`src/rtl/tx_router2mac_pkg.sv`:
```
// Shared encodings for the router-to-MAC egress adapter: flit flags, flit bit
// positions and the read-side state type.
package tx_router2mac_pkg;

    localparam logic [1:0] FLG_HDR    = 2'b10;
    localparam logic [1:0] FLG_BODY   = 2'b00;
    localparam logic [1:0] FLG_TAIL   = 2'b01;
    localparam logic [1:0] FLG_SINGLE = 2'b11;

    localparam int HDR_BIT   = 69;
    localparam int TAIL_BIT  = 68;
    localparam int VALID_LSB = 0;
    localparam int VALID_W   = 4;
    localparam int PAY_LSB   = 4;
    localparam int PAY_W     = 64;

    typedef enum logic [1:0] {
        S_IDLE,
        S_LOAD,
        S_SEND,
        S_GAP
    } rd_state_t;

    function automatic logic is_tail(input logic [1:0] flg);
        return (flg == FLG_TAIL) || (flg == FLG_SINGLE);
    endfunction

endpackage

```
`src/rtl/tx_router2mac_pkt_commit_fifo.sv`:
```
// Flit FIFO with a commit pointer: the reader only ever sees whole packets,
// and an open (uncommitted) packet can be rolled back in one cycle.
module tx_router2mac_pkt_commit_fifo #(
    parameter int DW    = 70,
    parameter int DEPTH = 32,
    parameter int AW    = 5
) (
    input  logic          clk,
    input  logic          rst,
    input  logic          i_wr_en,
    input  logic [DW-1:0] i_wr_data,
    input  logic          i_commit,
    input  logic          i_rollback,
    input  logic          i_rd_en,
    input  logic          i_pkt_done,
    output logic [DW-1:0] o_rd_data,
    output logic          o_full,
    output logic          o_open,
    output logic [AW:0]   o_pkt_cnt
);

    logic [DW-1:0] r_mem [0:DEPTH-1];
    logic [AW:0]   r_wr_ptr;
    logic [AW:0]   r_wr_commit;
    logic [AW:0]   r_rd_ptr;
    logic [AW:0]   r_pkt_cnt;
    logic [DW-1:0] r_rd_data;
    logic [AW:0]   w_wr_base;

    // A rollback and a new write on the same edge: the write lands at the commit point.
    assign w_wr_base = i_rollback ? r_wr_commit : r_wr_ptr;

    always_ff @(posedge clk) begin
        if (i_wr_en) r_mem[w_wr_base[AW-1:0]] <= i_wr_data;
    end

    always_ff @(posedge clk) begin
        if (!rst) begin
            r_wr_ptr    <= '0;
            r_wr_commit <= '0;
            r_rd_ptr    <= '0;
            r_pkt_cnt   <= '0;
            r_rd_data   <= '0;
        end else begin
            r_wr_ptr <= i_wr_en ? w_wr_base + 1'b1 : w_wr_base;
            if (i_commit) r_wr_commit <= w_wr_base + 1'b1;
            if (i_rd_en) begin
                r_rd_data <= r_mem[r_rd_ptr[AW-1:0]];
                r_rd_ptr  <= r_rd_ptr + 1'b1;
            end
            case ({i_commit, i_pkt_done})
                2'b10:   r_pkt_cnt <= r_pkt_cnt + 1'b1;
                2'b01:   r_pkt_cnt <= r_pkt_cnt - 1'b1;
                default: r_pkt_cnt <= r_pkt_cnt;
            endcase
        end
    end

    assign o_rd_data = r_rd_data;
    assign o_full    = (r_wr_ptr == {~r_rd_ptr[AW], r_rd_ptr[AW-1:0]});
    assign o_open    = (r_wr_ptr != r_wr_commit);
    assign o_pkt_cnt = r_pkt_cnt;

endmodule

```
`src/rtl/tx_router2mac.sv`:
```
// Router egress to 10G MAC transmit: store-and-forward packet buffering,
// oversize/abort discard, and back-to-back word streaming with an idle gap.
module tx_router2mac
    import tx_router2mac_pkg::*;
#(
    parameter int DATA_WIDTH = 70,
    parameter int FIFO_DEPTH = 32,
    parameter int FIFO_AW    = 5,
    parameter int IFG_CYCLES = 3
) (
    input  logic                  clk,
    input  logic                  rst,
    input  logic [DATA_WIDTH-1:0] data_router,
    input  logic                  val,
    output logic                  ack,
    output logic [63:0]           data_mac,
    output logic [3:0]            valid_mac,
    output logic                  eop_mac,
    input  logic                  mac_ready,
    output logic                  drop_err
);

    // GAP hands straight to LOAD, so IDLE/LOAD overhead is part of the gap;
    // gaps below 2 cycles cannot be met and round up to 2.
    localparam logic [3:0] GAP_LOAD = (IFG_CYCLES > 2) ? 4'(IFG_CYCLES - 2) : 4'd0;

    rd_state_t       r_state;
    logic [3:0]      r_gap;
    logic            r_drop;
    logic            r_drop_err;
    logic [63:0]     r_data_mac;
    logic [3:0]      r_valid_mac;
    logic            r_eop_mac;

    logic                  w_full;
    logic                  w_open;
    logic [FIFO_AW:0]      w_pkt_cnt;
    logic [DATA_WIDTH-1:0] w_rd_data;
    logic                  w_accept;
    logic                  w_in_tail;
    logic                  w_guard;
    logic                  w_abort;
    logic                  w_wr_en;
    logic                  w_rd_tail;
    logic                  w_rd_en;
    logic                  w_pkt_done;
    logic                  w_unused_hdr;

    assign ack        = rst && (r_drop || !w_full);
    assign w_accept   = val && ack;
    assign w_in_tail  = is_tail(data_router[HDR_BIT:TAIL_BIT]);
    assign w_guard    = w_full && (w_pkt_cnt == '0) && !r_drop;
    assign w_abort    = w_accept && !r_drop && (data_router[HDR_BIT:TAIL_BIT] == FLG_HDR) && w_open;
    assign w_wr_en    = w_accept && !r_drop;
    assign w_rd_tail  = w_rd_data[TAIL_BIT];
    assign w_rd_en    = (r_state == S_LOAD) || ((r_state == S_SEND) && !w_rd_tail);
    assign w_pkt_done = (r_state == S_SEND) && w_rd_tail;
    assign w_unused_hdr = w_rd_data[HDR_BIT];

    tx_router2mac_pkt_commit_fifo #(
        .DW    (DATA_WIDTH),
        .DEPTH (FIFO_DEPTH),
        .AW    (FIFO_AW)
    ) u_fifo (
        .clk        (clk),
        .rst        (rst),
        .i_wr_en    (w_wr_en),
        .i_wr_data  (data_router),
        .i_commit   (w_wr_en && w_in_tail),
        .i_rollback (w_guard || w_abort),
        .i_rd_en    (w_rd_en),
        .i_pkt_done (w_pkt_done),
        .o_rd_data  (w_rd_data),
        .o_full     (w_full),
        .o_open     (w_open),
        .o_pkt_cnt  (w_pkt_cnt)
    );

    always_ff @(posedge clk) begin
        if (!rst) begin
            r_state     <= S_IDLE;
            r_gap       <= '0;
            r_drop      <= 1'b0;
            r_drop_err  <= 1'b0;
            r_data_mac  <= '0;
            r_valid_mac <= '0;
            r_eop_mac   <= 1'b0;
        end else begin
            r_drop_err <= w_guard || w_abort;
            if (w_guard) r_drop <= 1'b1;
            else if (r_drop && w_accept && w_in_tail) r_drop <= 1'b0;

            case (r_state)
                S_IDLE: begin
                    r_data_mac  <= '0;
                    r_valid_mac <= '0;
                    r_eop_mac   <= 1'b0;
                    if (w_pkt_cnt != '0 && mac_ready) r_state <= S_LOAD;
                end
                S_LOAD: r_state <= S_SEND;
                S_SEND: begin
                    r_data_mac  <= w_rd_data[PAY_LSB +: PAY_W];
                    r_valid_mac <= w_rd_data[VALID_LSB +: VALID_W];
                    r_eop_mac   <= w_rd_tail;
                    if (w_rd_tail) begin
                        r_state <= S_GAP;
                        r_gap   <= GAP_LOAD;
                    end
                end
                S_GAP: begin
                    r_data_mac  <= '0;
                    r_valid_mac <= '0;
                    r_eop_mac   <= 1'b0;
                    if (r_gap == 4'd0)
                        r_state <= (w_pkt_cnt != '0 && mac_ready) ? S_LOAD : S_IDLE;
                    else
                        r_gap <= r_gap - 4'd1;
                end
                default: r_state <= S_IDLE;
            endcase
        end
    end

    assign data_mac  = r_data_mac;
    assign valid_mac = r_valid_mac;
    assign eop_mac   = r_eop_mac;
    assign drop_err  = r_drop_err;

endmodule

```
`config.mk`:
```
export PLATFORM = sky130hd
export DESIGN_NAME = tx_router2mac
export DESIGN_NICKNAME = d
export VERILOG_FILES = /design/src/rtl/tx_router2mac_pkg.sv /design/src/rtl/tx_router2mac_pkt_commit_fifo.sv /design/src/rtl/tx_router2mac.sv
export SDC_FILE = /design/constraint.sdc
export NUM_CORES = 2
export LEC_CHECK = 0
export BUFFER_PORTS_ARGS = -buffer_cell sky130_fd_sc_hd__buf_4
export CAP_MARGIN = 5
export CORE_UTILIZATION = 45
export DETAILED_ROUTE_END_ITERATION = 16
export PLACE_DENSITY = 0.66
export SLEW_MARGIN = 10
export SYNTH_ARGS = -nofsm -noshare
export SYNTH_HDL_FRONTEND = slang
export SYNTH_SLANG_ARGS = --single-unit
```
`constraint.sdc`:
```
create_clock -name clk -period 17.07 [get_ports clk]
set_input_delay 2.5605 -clock clk [delete_from_list [all_inputs] [get_ports clk]]
set_output_delay 2.5605 -clock clk [all_outputs]
set_load 0.03 [all_outputs]
```
After elaboration in Yosys (flattened, before gate mapping)
Memory sizes are Yosys's and may differ from the RTL's. A register that Yosys moved wholly into a read port is not among the register bits.
Index checks and enable logic that the tools add are counted.
{ "word_totals": {"regBits": 101, "elab_cells": 82, "ramBits": 2240, "mem_count": 1, "input_bits": 74, "out_inout_bits": 71} }
{ "op_classes": {"n_eq_ne": 14, "muxes": 18, "addsub": 5, "n_bitwise": 1, "n_reduce_logical": 32} }
{ "mem_list": {"columns": ["name", "depth", "word_bits", "read_ports", "rd_clocked_by_memory_dff", "wr", "line", "rtl"], "rows": [
  ["u_fifo.r_mem", 32, 70, 1, 1, 1, "tx_router2mac_pkt_commit_fifo.sv:22", "logic [DW-1:0] r_mem [0:DEPTH-1];"]
]} }
{ "ops": {"columns": ["op", "count"], "rows": [
  ["64-bit case mux with 2 select lines", 1],
  ["6-bit by 1-bit adder with 6-bit output, second input constant", 3],
  ["4-bit case mux with 2 select lines", 2],
  ["1-bit logical AND", 13],
  ["6-bit 2-to-1 mux", 2],
  ["6-bit case mux with 2 select lines", 1],
  ["2-bit equality test, second input constant", 5],
  ["4-bit 2-to-1 mux", 2],
  ["2-bit case mux with 4 select lines", 1],
  ["2-bit nonzero test", 4],
  ["2-bit by 1-bit equality test with 1-bit output, second input constant", 3],
  ["6-bit equality test", 1],
  ["6-bit logical NOT", 1],
  ["2-bit 2-to-1 mux", 3],
  ["2-bit inequality test, second input constant", 3],
  ["6-bit inequality test", 1],
  ["3-bit AND reduction", 2],
  ["6-bit nonzero test", 1],
  ["6-bit by 1-bit subtractor with 6-bit output, second input constant", 1],
  ["1-bit 2-to-1 mux", 5],
  ["1-bit logical NOT", 4],
  ["4-bit logical NOT", 1],
  ["1-bit logical OR", 4],
  ["4-bit by 1-bit subtractor with 4-bit output, second input constant", 1],
  ["5 further kinds", 5]
]} }

Longest topological paths before layout
{ "logic_depth": {"word_depth": 13, "mapped_depth": 17, "depth_no_buf": 14} }

Hierarchy
Synthesis repeated with hierarchy kept, for this count alone.
{ "hier_totals": {"hier_cells": 4726, "area_unflattened_um2": 92163.4} }
{ "by_module_without_submodules": {"columns": ["mod", "cells_per_inst", "instances", "area_per_inst_um2"], "rows": [
  ["tx_router2mac_pkt_commit_fifo", 4421, 1, 89311.9],
  ["tx_router2mac", 305, 1, 2851.5]
]} }

Least setup slack after synthesis
OpenSTA, ideal clock, no wires.
{ "synth_path": {"kind": "input-to-reg", "start": "input port rst", "end": "memory u_fifo.r_mem[12][0] (enable)", "setup_time_ps": 581, "setup_slack_ps": 7617, "cell_stages": 9, "path_buffers": 1, "arrival_ps": 8872, "cell_sequence": "clkbuf_1 nand2_1 a211oi_2 a21oi_4 mux2_2 inv_1 ha_1 nand2_1 nor3_1"} }
{ "synth_via": {"elab_chain_cells": 7} }
{ "synth_rtl": {"columns": ["item", "line", "rtl"], "rows": [
  ["start: declaration", "tx_router2mac.sv:12", "input logic rst,"],
  ["1-bit logical AND *", "tx_router2mac.sv:49", "assign ack = rst && (r_drop || !w_full);"],
  ["1-bit logical AND *", "tx_router2mac.sv:50", "assign w_accept = val && ack;"],
  ["1-bit logical AND *", "tx_router2mac.sv:53, tx_router2mac.sv:54", null],
  ["1-bit logical AND (2 in series)", "tx_router2mac.sv:53", "assign w_abort = w_accept && !r_drop && (data_router[HDR_BIT:TAIL_BIT] == FLG_HDR) && w_open;"],
  ["1-bit logical OR", "tx_router2mac.sv:70", ".i_rollback (w_guard || w_abort),"],
  ["6-bit 2-to-1 mux", "tx_router2mac_pkt_commit_fifo.sv:31", "assign w_wr_base = i_rollback ? r_wr_commit : r_wr_ptr;"],
  ["end: declaration", "tx_router2mac_pkt_commit_fifo.sv:22", null]
]} }
Every way passes the cells marked *; elsewhere a longest branch is shown, timed or not.

Final worst setup path
{ "layout_path": {"start": "input port data_router[68]", "end": "memory u_fifo.r_mem[1][31] (enable)"} }
{ "layout_via": {"elab_chain_cells": 5} }
{ "layout_rtl": {"columns": ["item", "line", "rtl"], "rows": [
  ["start: declaration", "tx_router2mac.sv:13", "input logic [DATA_WIDTH-1:0] data_router,"],
  ["2-bit equality test", "tx_router2mac.sv:53", null],
  ["1-bit logical AND (2 in series)", "tx_router2mac.sv:53", null],
  ["1-bit logical OR", "tx_router2mac.sv:70", null],
  ["6-bit 2-to-1 mux", "tx_router2mac_pkt_commit_fifo.sv:31", null]
]} }
Every way passes these cells.

==> summary.txt <==
status -> complete, no violations
detailed-router iteration count before antenna repair -> 5
sequence of cells on the critical path -> buf_4 > a311oi_1 > nor2_1 > mux2i_2 > nand3_1 > nor2_4 > buf_4
vias per cell -> 6.018
commonest non-fill, non-tap cell in the layout -> edfxtp_1
number of clock sinks -> 2,378
switching share of power -> 0.2394
overall track demand over capacity in global routing -> 0.2105
final hold slack -> 499.0 ps
hold buffer count at cts -> 0
number of setup violations in the final report -> 0
cell type of the slowest stage on the worst timing path -> nor2_4
number of resized instances in the post-cts repair step -> 0
maximum number of pins on one net before global-route repair -> 125
Max Freq -> 148.1 MHz
type of element launching the critical path -> primary input
share of the clock period used by the worst path -> 0.3954
number of port buffers -> 144
antenna violations before repair -> 19
Syn Std Cell Area -> 90,340 um^2
Clock Skews -> 47.75 ps
H-tree level count -> 4
nets in the synthesized netlist -> 3,972
Worst Path Max Fanout -> 41
number of synthesized register bits -> 2,378
final cell utilization of the core -> 0.5109
CORE AREA -> 199,700 um^2
Worst-Skew Late Latency -> 890 ps
number of different library cells in the post-synthesis netlist -> 53
sequential cell area fraction in the yosys report -> 0.7716
cell count after synthesis -> 3,884
Worst Hold Class -> reg2reg
GRT Residual Overflow -> 0
boundary pin count -> 145
Arrival @ worst endpoint -> 7220 ps
antenna viol nets, final -> 0
final hold viol count -> 0
synthesized area per cell -> 23.26 um^2
cell area after layout -> 102,000 um^2
CTS root buf -> clkbuf_16
switching power -> 3112 uW
warnings from Yosys -> 0
Via Count -> 41,911
CP endpoint kind -> flip-flop
Max stage delay on crit path -> 1140 ps
dominant delay contributor by cell family on the critical path -> simple AND/OR/NAND/NOR gates
fraction of final layout cells with drive strength greater than 1 -> 0.2988
number of placement rows -> 164
tightest slew margin relative to the limit -> 0.1405
GPL Wtd Cong -> 0.8059
largest vdd supply drop -> 117.6 uV
global-route wire length before repair -> 306.1 mm
number of violations of the max-capacitance limit -> 0
Int Pwr -> 9890 uW
data required time at the worst endpoint -> 17,540 ps
final setup TNS -> 0 ps
instance area at placement -> 94,800 um^2
worst-case clock buffer depth -> 3
Post-synth top flop -> edfxtp_1
commonest cells after routing, fill and taps aside -> edfxtp_1 (2,208), mux4_2 (689), buf_4 (224)
post-CTS setup-driven buffer insertion count -> 0
number of design-rule violations left by the first detailed-router iteration -> 5,370
actual slew at the worst max-slew pin -> 1286 ps
vias in the first global route -> 42,017
post-layout minimum cycle time -> 6750 ps
setup repair after global routing missed its margin -> false
portion of total power attributed to sequential cells -> 0.505
post-layout net count -> 4,200
Die X -> 450.1 um
dominant cell type by count on the critical path -> buf_4
Buf+Inv Stages, Crit Path -> 2
number of enable-type register cells in the synthesized netlist -> 2,208
type of the worst setup path -> in2reg
clock network power share -> 0.374
area grow syn2layout -> 12.91%
Filler cells -> 15,240
Initial Utilization -> 0.4525
async set-or-reset flop fraction in the synthesized netlist -> 0
sum of internal, switching and leakage power -> 13,000 uW
Final Max Tran Viols -> 0
die area -> 202,600 um^2
power per cell area -> 127.5 nW/um^2
CTS clock-pin slew for the worst setup and hold paths -> 60 ps
die boundary height -> 450.1 um
drt wl/cell -> 30.68 um
Pleak -> 0.03138 uW
Inserted Clock Buffers -> 222
total detailed-routing wirelength -> 213.6 mm
DP Wirelength -> 119.3 mm
CTS tree -> built
relative contribution of combinational cells to total power -> 0.121
DRC -> 0
power by group through the flow:
stage,Combinational [uW],Clock (uW),Sequential (uW)
floorplan,1050,0,6670
global placement,1580,0,6690
detailed placement,1600,0,6690
CTS,1600,4950,6560
global route,1680,5160,6570
finish,1580,4870,6560
path summary, 6_finish.rpt:
check / end / cells after the start / startpoint / slack, ps
hold / removal: u_fifo.o_rd_data[63]$_SDFFE_PN0P_ / 1 / u_fifo.o_rd_data[63]$_SDFFE_PN0P_ / 500
setup reg to reg: u_fifo.r_mem[1][31]$_DFFE_PP_ / 8 / u_fifo.r_rd_ptr[2]$_SDFFE_PN0P_ / 11080
hold reg to reg: u_fifo.o_rd_data[63]$_SDFFE_PN0P_ / 1 / u_fifo.o_rd_data[63]$_SDFFE_PN0P_ / 500
setup / recovery: u_fifo.r_mem[1][31]$_DFFE_PP_ / 7 / data_router[68] / 10320
per-layer routing:
metal,global-route usage,share of wire
met1,0.3144,0.42
met2,0.3242,0.47
met3,0.04007,0.086
met4,0.04491,0.018
met5,0,0
layout make-up:
class / count / area [um^2] / share of cell area
flip-flops and latches: 2378 / 69730 / 0.6836
multi-input cells: 1269 / 19910 / 0.1952
clock buffers: 303 / 5989 / 0.05872
well taps: 2656 / 3323 / 0.03258
repair buffers: 230 / 1793 / 0.01758
clock inverters: 113 / 1207 / 0.01184
inverters: 11 / 41.29 / 0.0004048
diodes: 4 / 10.01 / 0.00009813
cell usage after synthesis, drive strengths merged, types with 12 or more instances:
cell | n | area, um^2
a22oi | 69 | 518.0
and2 | 14 | 87.58
buf | 80 | 369.1
clkbuf | 146 | 548.0
dfxtp | 170 | 3403
edfxtp | 2208 | 66300
ha | 14 | 175.2
mux2i | 80 | 804.5
mux4 | 689 | 15520
nand2 | 96 | 360.4
nand3 | 12 | 60.06
nor2 | 30 | 112.6
nor2b | 79 | 494.2
nor3 | 13 | 70.07
o211a | 69 | 690.7
o21ai | 13 | 65.06
xnor2 | 15 | 131.4
xor2 | 17 | 148.9
through the flow:
step                instances  setup slack [ps]
floorplan                3884              7617
global placement         6544              9657
detailed placement       6544              9492
CTS                      6960             10430
global route             6961             10250
finish                   6964             10320
logic make-up (layout without fill, tap and decap cells):
logic type | after synthesis | after routing | synth area share
buffers and inverters | 237 | 657 | 0.01061
AND/OR/NAND/NOR | 268 | 268 | 0.01504
multiplexers | 771 | 771 | 0.1809
AO/OA/AOI/OAI | 184 | 184 | 0.01681
flip-flops | 2378 | 2378 | 0.7716
XOR/XNOR | 32 | 32 | 0.003102
adder cells (fa/ha/maj) | 14 | 14 | 0.001939
other | 0 | 4 | 0
sequential cells by signal (all words and copies together) (netlist names), 6 cells and up:
name                flops
u_fifo.r_mem         2208
u_fifo.o_rd_data       69
data_mac               64
u_fifo.o_pkt_cnt        6
u_fifo.r_rd_ptr         6
u_fifo.r_wr_commit      6
u_fifo.r_wr_ptr         6
(Power assumes the default switching activity.)
